[src/rtl/decode_stage_if.sv]
// Handshake and decoded-bundle signals of the RV32I decode stage.
// master: upstream/downstream side; slave: the decode stage itself.
interface decode_stage_if #(
  parameter int unsigned ALU_W = 6,
  parameter int unsigned CNT_W = 16
);
  logic              in_valid;
  logic              in_ready;
  logic [31:0]       in_instr;
  logic              out_valid;
  logic              out_ready;
  logic [31:0]       out_instr;
  logic [ALU_W-1:0]  alu_cnt;
  logic              reg_wr;
  logic              mem_to_reg;
  logic              mem_rd;
  logic              mem_wr;
  logic [1:0]        mem_size;
  logic              mem_unsigned;
  logic [2:0]        br_type;
  logic              lui_cnt;
  logic              illegal;
  logic [CNT_W-1:0]  illegal_cnt;

  modport master (
    output in_valid, in_instr, out_ready,
    input  in_ready, out_valid, out_instr, alu_cnt, reg_wr, mem_to_reg,
           mem_rd, mem_wr, mem_size, mem_unsigned, br_type, lui_cnt,
           illegal, illegal_cnt
  );

  modport slave (
    input  in_valid, in_instr, out_ready,
    output in_ready, out_valid, out_instr, alu_cnt, reg_wr, mem_to_reg,
           mem_rd, mem_wr, mem_size, mem_unsigned, br_type, lui_cnt,
           illegal, illegal_cnt
  );
endinterface

[src/rtl/decode_stage.sv]
// RV32I decode stage: combinational decode into a two-entry skid buffer.
// Optional M-extension decode is enabled by defining DECODE_MULDIV_EN.
module decode_stage #(
  parameter int unsigned ALU_W = 6,
  parameter int unsigned CNT_W = 16
) (
  input  logic           clk,
  input  logic           rst,
  input  logic           flush,
  decode_stage_if.slave  bus
);

  typedef struct packed {
    logic [ALU_W-1:0] alu;
    logic             reg_wr;
    logic             mem_to_reg;
    logic             mem_rd;
    logic             mem_wr;
    logic [1:0]       mem_size;
    logic             mem_unsigned;
    logic [2:0]       br_type;
    logic             lui;
    logic             illegal;
  } ctrl_t;

  typedef enum logic [1:0] {EMPTY, ONE, TWO} state_t;

  state_t           state_q;
  logic             in_ready_q;
  logic             out_valid_q;
  logic [31:0]      instr0_q, instr1_q;
  ctrl_t            ctl0_q, ctl1_q;
  logic [CNT_W-1:0] cnt_q;

  ctrl_t      dec_d;
  logic       ill;
  logic [6:0] opcode;
  logic [2:0] f3;
  logic [6:0] f7;
  logic       accept;
  logic       handoff;

  assign opcode  = bus.in_instr[6:0];
  assign f3      = bus.in_instr[14:12];
  assign f7      = bus.in_instr[31:25];
  assign accept  = bus.in_valid & in_ready_q;
  assign handoff = out_valid_q & bus.out_ready;

  always_comb begin
    dec_d = '0;
    ill   = 1'b0;
    unique case (opcode)
      7'b0110011: begin
        dec_d.reg_wr = 1'b1;
        if (f7 == 7'h00) begin
          unique case (f3)
            3'b000: dec_d.alu = ALU_W'(1);
            3'b001: dec_d.alu = ALU_W'(3);
            3'b010: dec_d.alu = ALU_W'(4);
            3'b011: dec_d.alu = ALU_W'(5);
            3'b100: dec_d.alu = ALU_W'(6);
            3'b101: dec_d.alu = ALU_W'(7);
            3'b110: dec_d.alu = ALU_W'(9);
            default: dec_d.alu = ALU_W'(10);
          endcase
        end else if (f7 == 7'h20 && f3 == 3'b000) begin
          dec_d.alu = ALU_W'(2);
        end else if (f7 == 7'h20 && f3 == 3'b101) begin
          dec_d.alu = ALU_W'(8);
`ifdef DECODE_MULDIV_EN
        end else if (f7 == 7'h01) begin
          dec_d.alu = ALU_W'(6'd40 + {3'b000, f3});
`endif
        end else begin
          ill = 1'b1;
        end
      end
      7'b0010011: begin
        dec_d.reg_wr = 1'b1;
        unique case (f3)
          3'b000: dec_d.alu = ALU_W'(11);
          3'b001: begin
            dec_d.alu = ALU_W'(12);
            ill       = (f7 != 7'h00);
          end
          3'b010: dec_d.alu = ALU_W'(13);
          3'b011: dec_d.alu = ALU_W'(14);
          3'b100: dec_d.alu = ALU_W'(15);
          3'b101: begin
            if (f7 == 7'h00)      dec_d.alu = ALU_W'(16);
            else if (f7 == 7'h20) dec_d.alu = ALU_W'(19);
            else                  ill = 1'b1;
          end
          3'b110: dec_d.alu = ALU_W'(17);
          default: dec_d.alu = ALU_W'(18);
        endcase
      end
      7'b0000011: begin
        dec_d.reg_wr     = 1'b1;
        dec_d.mem_rd     = 1'b1;
        dec_d.mem_to_reg = 1'b1;
        dec_d.mem_size   = f3[1:0];
        dec_d.mem_unsigned = f3[2];
        unique case (f3)
          3'b000: dec_d.alu = ALU_W'(20);
          3'b001: dec_d.alu = ALU_W'(21);
          3'b010: dec_d.alu = ALU_W'(22);
          3'b100: dec_d.alu = ALU_W'(23);
          3'b101: dec_d.alu = ALU_W'(24);
          default: ill = 1'b1;
        endcase
      end
      7'b0100011: begin
        dec_d.mem_wr   = 1'b1;
        dec_d.mem_size = f3[1:0];
        unique case (f3)
          3'b000: dec_d.alu = ALU_W'(25);
          3'b001: dec_d.alu = ALU_W'(26);
          3'b010: dec_d.alu = ALU_W'(27);
          default: ill = 1'b1;
        endcase
      end
      7'b1100011: begin
        unique case (f3)
          3'b000: begin dec_d.alu = ALU_W'(28); dec_d.br_type = 3'd1; end
          3'b001: begin dec_d.alu = ALU_W'(29); dec_d.br_type = 3'd2; end
          3'b100: begin dec_d.alu = ALU_W'(30); dec_d.br_type = 3'd3; end
          3'b101: begin dec_d.alu = ALU_W'(31); dec_d.br_type = 3'd4; end
          3'b110: begin dec_d.alu = ALU_W'(32); dec_d.br_type = 3'd5; end
          3'b111: begin dec_d.alu = ALU_W'(33); dec_d.br_type = 3'd6; end
          default: ill = 1'b1;
        endcase
      end
      7'b0110111: begin
        dec_d.alu    = ALU_W'(34);
        dec_d.lui    = 1'b1;
        dec_d.reg_wr = 1'b1;
      end
      default: ill = 1'b1;
    endcase
    // Illegal encodings carry no controls at all, only the flag.
    if (ill) begin
      dec_d         = '0;
      dec_d.illegal = 1'b1;
    end
  end

  always_ff @(posedge clk or posedge rst) begin
    if (rst) begin
      state_q     <= EMPTY;
      in_ready_q  <= 1'b1;
      out_valid_q <= 1'b0;
      instr0_q    <= '0;
      instr1_q    <= '0;
      ctl0_q      <= '0;
      ctl1_q      <= '0;
      cnt_q       <= '0;
    end else if (flush) begin
      state_q     <= EMPTY;
      in_ready_q  <= 1'b1;
      out_valid_q <= 1'b0;
    end else begin
      if (handoff && ctl0_q.illegal && cnt_q != '1)
        cnt_q <= cnt_q + CNT_W'(1);
      unique case (state_q)
        EMPTY: begin
          if (accept) begin
            instr0_q    <= bus.in_instr;
            ctl0_q      <= dec_d;
            out_valid_q <= 1'b1;
            state_q     <= ONE;
          end
        end
        ONE: begin
          if (accept && !handoff) begin
            instr1_q   <= bus.in_instr;
            ctl1_q     <= dec_d;
            in_ready_q <= 1'b0;
            state_q    <= TWO;
          end else if (!accept && handoff) begin
            out_valid_q <= 1'b0;
            state_q     <= EMPTY;
          end else if (accept && handoff) begin
            instr0_q <= bus.in_instr;
            ctl0_q   <= dec_d;
          end
        end
        TWO: begin
          if (handoff) begin
            instr0_q   <= instr1_q;
            ctl0_q     <= ctl1_q;
            in_ready_q <= 1'b1;
            state_q    <= ONE;
          end
        end
        default: begin
          state_q     <= EMPTY;
          in_ready_q  <= 1'b1;
          out_valid_q <= 1'b0;
        end
      endcase
    end
  end

  assign bus.in_ready     = in_ready_q;
  assign bus.out_valid    = out_valid_q;
  assign bus.out_instr    = instr0_q;
  assign bus.alu_cnt      = ctl0_q.alu;
  assign bus.reg_wr       = ctl0_q.reg_wr;
  assign bus.mem_to_reg   = ctl0_q.mem_to_reg;
  assign bus.mem_rd       = ctl0_q.mem_rd;
  assign bus.mem_wr       = ctl0_q.mem_wr;
  assign bus.mem_size     = ctl0_q.mem_size;
  assign bus.mem_unsigned = ctl0_q.mem_unsigned;
  assign bus.br_type      = ctl0_q.br_type;
  assign bus.lui_cnt      = ctl0_q.lui;
  assign bus.illegal      = ctl0_q.illegal;
  assign bus.illegal_cnt  = cnt_q;

endmodule

[src/flat_wrapper.sv]
// flat-port wrapper written by rule: the top's interface ports become plain ports
module decode_stage_flat 
#(
  parameter int unsigned ALU_W = 6,
  parameter int unsigned CNT_W = 16
)
  (clk, rst, flush, bus_in_valid, bus_in_instr, bus_out_ready, bus_in_ready, bus_out_valid, bus_out_instr, bus_alu_cnt, bus_reg_wr, bus_mem_to_reg, bus_mem_rd, bus_mem_wr, bus_mem_size, bus_mem_unsigned, bus_br_type, bus_lui_cnt, bus_illegal, bus_illegal_cnt);
  decode_stage_if #(.ALU_W(ALU_W), .CNT_W(CNT_W)) bus_i ();
  input  logic clk;
  input  logic rst;
  input  logic flush;
  input wire logic [$bits(bus_i.in_valid)-1:0] bus_in_valid;
  input wire logic [$bits(bus_i.in_instr)-1:0] bus_in_instr;
  input wire logic [$bits(bus_i.out_ready)-1:0] bus_out_ready;
  output wire logic [$bits(bus_i.in_ready)-1:0] bus_in_ready;
  output wire logic [$bits(bus_i.out_valid)-1:0] bus_out_valid;
  output wire logic [$bits(bus_i.out_instr)-1:0] bus_out_instr;
  output wire logic [$bits(bus_i.alu_cnt)-1:0] bus_alu_cnt;
  output wire logic [$bits(bus_i.reg_wr)-1:0] bus_reg_wr;
  output wire logic [$bits(bus_i.mem_to_reg)-1:0] bus_mem_to_reg;
  output wire logic [$bits(bus_i.mem_rd)-1:0] bus_mem_rd;
  output wire logic [$bits(bus_i.mem_wr)-1:0] bus_mem_wr;
  output wire logic [$bits(bus_i.mem_size)-1:0] bus_mem_size;
  output wire logic [$bits(bus_i.mem_unsigned)-1:0] bus_mem_unsigned;
  output wire logic [$bits(bus_i.br_type)-1:0] bus_br_type;
  output wire logic [$bits(bus_i.lui_cnt)-1:0] bus_lui_cnt;
  output wire logic [$bits(bus_i.illegal)-1:0] bus_illegal;
  output wire logic [$bits(bus_i.illegal_cnt)-1:0] bus_illegal_cnt;
  assign bus_i.in_valid = bus_in_valid;
  assign bus_i.in_instr = bus_in_instr;
  assign bus_i.out_ready = bus_out_ready;
  assign bus_in_ready = bus_i.in_ready;
  assign bus_out_valid = bus_i.out_valid;
  assign bus_out_instr = bus_i.out_instr;
  assign bus_alu_cnt = bus_i.alu_cnt;
  assign bus_reg_wr = bus_i.reg_wr;
  assign bus_mem_to_reg = bus_i.mem_to_reg;
  assign bus_mem_rd = bus_i.mem_rd;
  assign bus_mem_wr = bus_i.mem_wr;
  assign bus_mem_size = bus_i.mem_size;
  assign bus_mem_unsigned = bus_i.mem_unsigned;
  assign bus_br_type = bus_i.br_type;
  assign bus_lui_cnt = bus_i.lui_cnt;
  assign bus_illegal = bus_i.illegal;
  assign bus_illegal_cnt = bus_i.illegal_cnt;
  decode_stage #(.ALU_W(ALU_W), .CNT_W(CNT_W)) u_core (.clk(clk), .rst(rst), .flush(flush), .bus(bus_i));
endmodule
[config.mk]
export PLATFORM = sky130hd
export DESIGN_NAME = decode_stage_flat
export DESIGN_NICKNAME = d
export VERILOG_FILES = /design/src/rtl/decode_stage_if.sv /design/src/rtl/decode_stage.sv /design/src/flat_wrapper.sv
export SDC_FILE = /design/constraint.sdc
export NUM_CORES = 1
export LEC_CHECK = 0
export ABC_CLOCK_PERIOD_IN_PS = 6700
export CAP_MARGIN = 25
export CORE_ASPECT_RATIO = 0.75
export CORE_MARGIN = 1.5
export CORE_UTILIZATION = 50
export DETAILED_ROUTE_END_ITERATION = 8
export PLACE_DENSITY = 0.76
export SLEW_MARGIN = 0
export SYNTH_ARGS = -nofsm -noshare
export SYNTH_HDL_FRONTEND = slang
export SYNTH_SLANG_ARGS = --single-unit
[constraint.sdc]
create_clock -name clk -period 6.7 [get_ports clk]
set_input_delay 1.34 -clock clk [delete_from_list [all_inputs] [get_ports clk]]
set_output_delay 1.34 -clock clk [all_outputs]
set_load 0.05 [all_outputs]
==> metrics <==
status=complete, no violations; CP required=around 7.0 ns; DR pass1 iterations=6; GRT Total Usage=0.2462; pwr/cell area=between 300 and 400 nW/um^2; H-tree Lvls=4; DR WL/cell=around 16 um; Num CTS Buffers=17; Die Height=98.07 um; Core Area=roughly 12,000 um^2; Clk Latency, worst-skew pair=about 0.41 ns; hold path endpoint=u_core.instr1_q[8]; I/O Buffers=between 100 and 150; via count=about 5,200; Clock power frac=0.297; most frequent cell after synthesis=nand2_1; sw power=about 1.1 mW; fraction of layout cells with a size suffix above 1=0.08949; Final Slew Violations=0; initial antenna violation count=0; clk root buf=clkbuf_16; RSZ-0062 raised after global routing=no; Starting Density=0.5170; Die Area=~13,000 um^2; pin count of the biggest net entering global routing=84; hold buffer count at cts=0; reg-to-reg slack, setup=3.89 ns; Total Wirelength=14,950 um; Synth top area share=0.4859; top cell type by total area after synthesis=dfrtp_1; first-pass GRT wire length=between 20,000 and 25,000 um; Post-Synthesis Cells=677; TritonCTS clock tree=done; gr busiest metal=met2; CTS clk-pin slew, worst paths=0.06 ns; setup violators final=0; Slew headroom=0.4496; maximum vdd drop=0.2068 mV; post-DP HPWL=just under 10,000 um; vias in the first global route=around 5,000; ys async rst share=1.000; Max Cap Violations=0; HP Class=reg -> reg; crit share post-route=0.6403; startpoint types=primary input; Clock Path Buffers=2; placed instance area=approximately 7000 um^2; Inserted Diodes=0; Syn-to-layout area delta=26.47%; syn_nets=724; met1 Use GR=0.3499; global-route met3 utilization=0.04548; worst stage delay on the critical path=1.01 ns; Comb power frac=0.341; M2 GR Usage=0.3797; Post-DRT Antenna Nets=0; Switching Share=0.3835; Worst R2R Start=u_core.bus.out_valid; Setup CP Type=in -> reg; Leak Pwr=3.322 nW; number of synthesized flops with an enable pin=0; # Post-CTS Setup Buffers=0; worst path arrival time=4.59 ns; via/cell ratio=approximately 5.6; minimum clock period=approximately 4.3 ns; dominant synthesized flop cell=dfrtp_1; IO Pins=105; num rows=34; clock skew=0.008315 ns; most frequent cells after synthesis=nand2_1 (203), dfrtp_1 (117), nor2_1 (68); Syn. warnings=0; Synth Area per Inst=8.901 um^2; CP Cell Sequence=clkdlybuf4s50_1 > inv_1 > ha_1 > nor4b_2 > o32a_2 > o21ai_0 > or3_1 > a211o_2; highest clock rate=233.1 MHz; Crit Path Max Fanout=24; critical path endpoint category=flip-flop; WHS Path Cells=2; CTS resizes=0; post-synth cell types=66; Sequential Power Share=0.362; final hold violation count=0; Layout Nets=slightly above 800; final instance area=7621 um^2; setup tns final=0 ns; actual slew at the worst max-slew pin=between 0.8 and 0.9 ns; # DRC=0; sequential share of the synthesized area=0.4902; Chip Width=129.8 um; largest cells by area after synthesis=dfrtp_1 (49%), nand2_1 (13%), a31oi_1 (4.3%); r2r endpoint=u_core.bus.alu_cnt[4]; global route overflow=0; hold path start=u_core.instr1_q[8]; Slowest cell on crit path=clkdlybuf4s50_1; # clock sinks=about 120; FF+latch count, synth=118; Mapped Area=6026 um^2; Worst Reg-to-Reg Cells=8; global placement routability congestion=0.9260; initial drt markers=521; Int Pwr=1.800 mW
[per-layer routing]
metal / routed length [um] / vias up / part of all wire
li1: - / 2486 / -
met1: 6872 / 2518 / 0.46
met2: 7135 / 172 / 0.48
met3: 759 / 23 / 0.051
met4: 184 / 0 / 0.012
met5: 0 / - / 0
[cell type report]
type | instances | area [um^2]
clock buffers | 21 | 470.5
clock inverters | 11 | 98.84
fillers | 980 | 4035
inverters | 10 | 40.04
multi-input cells | 499 | 2741
flip-flops and latches | 118 | 2954
well taps | 162 | 202.7
repair buffers | 112 | 1114
[placed cells by master, fill, tap and decap left out, drive strengths merged, types with 2 or more instances in the layout]
master	count
a31oi	41
nand2	203
nand3b	5
a211oi	4
a21o	3
xor2	6
mux2	4
mux2i	4
ha	10
and3	5
dfrtp	117
o22ai	9
a221oi	2
nand3	9
clkbuf	21
nor3	9
nor4	5
xnor2	7
clkinv	6
clkdlybuf4s50	104
nand4bb	2
a21oi	26
nand4	8
inv	11
buf	8
nand4b	2
o21a	3
o21ai	11
o211ai	3
o31ai	16
and3b	2
and2	5
or3	7
clkinvlp	3
nor2	68
nor2b	2
[registers in the layout, summed over array words and instances (netlist names)]
name                     flops
u_core.instr1_q             32
u_core.bus.in_ready          1
u_core.bus.mem_size          2
u_core.bus.br_type           3
u_core.bus.illegal_cnt      16
u_core.bus.mem_wr            1
u_core.bus.reg_wr            1
u_core.state_q               2
u_core.bus.out_valid         1
u_core.ctl1_q               17
u_core.bus.alu_cnt           6
u_core.bus.out_instr        32
u_core.bus.lui_cnt           1
u_core.bus.mem_unsigned      1
u_core.bus.illegal           1
u_core.bus.mem_rd            1
[cell families (layout without fill, tap and decap cells)]
kind of cell,after synthesis,count (layout),synth area share
compound gates,128,128,0.1470
xor+xnor,13,13,0.01890
fa+ha+maj,10,10,0.02076
buf+inv,60,154,0.05918
flops,118,118,0.4902
mux,8,8,0.01412
simple gates,340,340,0.2498
[worst max-delay path by stage]
stage / to / from / slack, ns
after floorplan: u_core.bus.alu_cnt[0] / rst / 2.23
after global placement: u_core.bus.illegal / bus_in_instr[14] / 2.16
after detailed placement: u_core.bus.illegal / bus_in_instr[14] / 2.00
after CTS: u_core.bus.illegal / bus_in_instr[14] / 2.44
after global routing: u_core.bus.illegal / bus_in_instr[14] / 2.18
final: u_core.bus.illegal / bus_in_instr[14] / 2.41
[worst max-delay path: cells and delay by family]
kind,cells,cell delay [ns]
adders and majority gates,1,0.28
AOI/OAI and AO/OA,3,0.72
and+or+nand+nor,2,0.93
buffers and inverters,2,1.31
[stage by stage]
stage | std cells | hold slack, ns | worst slack (ns) | utilization | power [mW]
final | 933 | 0.4740 | 2.410 | 0.6538 | 2.919
after global routing | 933 | 0.4917 | 2.185 | 0.6538 | 3.055
after CTS | 932 | 0.4761 | 2.445 | 0.6521 | 2.929
after detailed placement | 900 | 0.4617 | 2.003 | 0.6033 | 2.059
after global placement | 900 | 0.4519 | 2.155 | 0.6033 | 2.031
after floorplan | 677 | 0.4396 | 2.233 | - | 1.720
[power by group through the flow]
stage	Sequential (mW)	Clock [mW]	Combinational [mW]
after CTS	1.06	0.874	0.999
final	1.06	0.868	0.995
after floorplan	1.42	0	0.303
after detailed placement	1.07	0	0.992
after global routing	1.08	0.908	1.07
after global placement	1.05	0	0.977
Power figures use the tool's default switching activity.
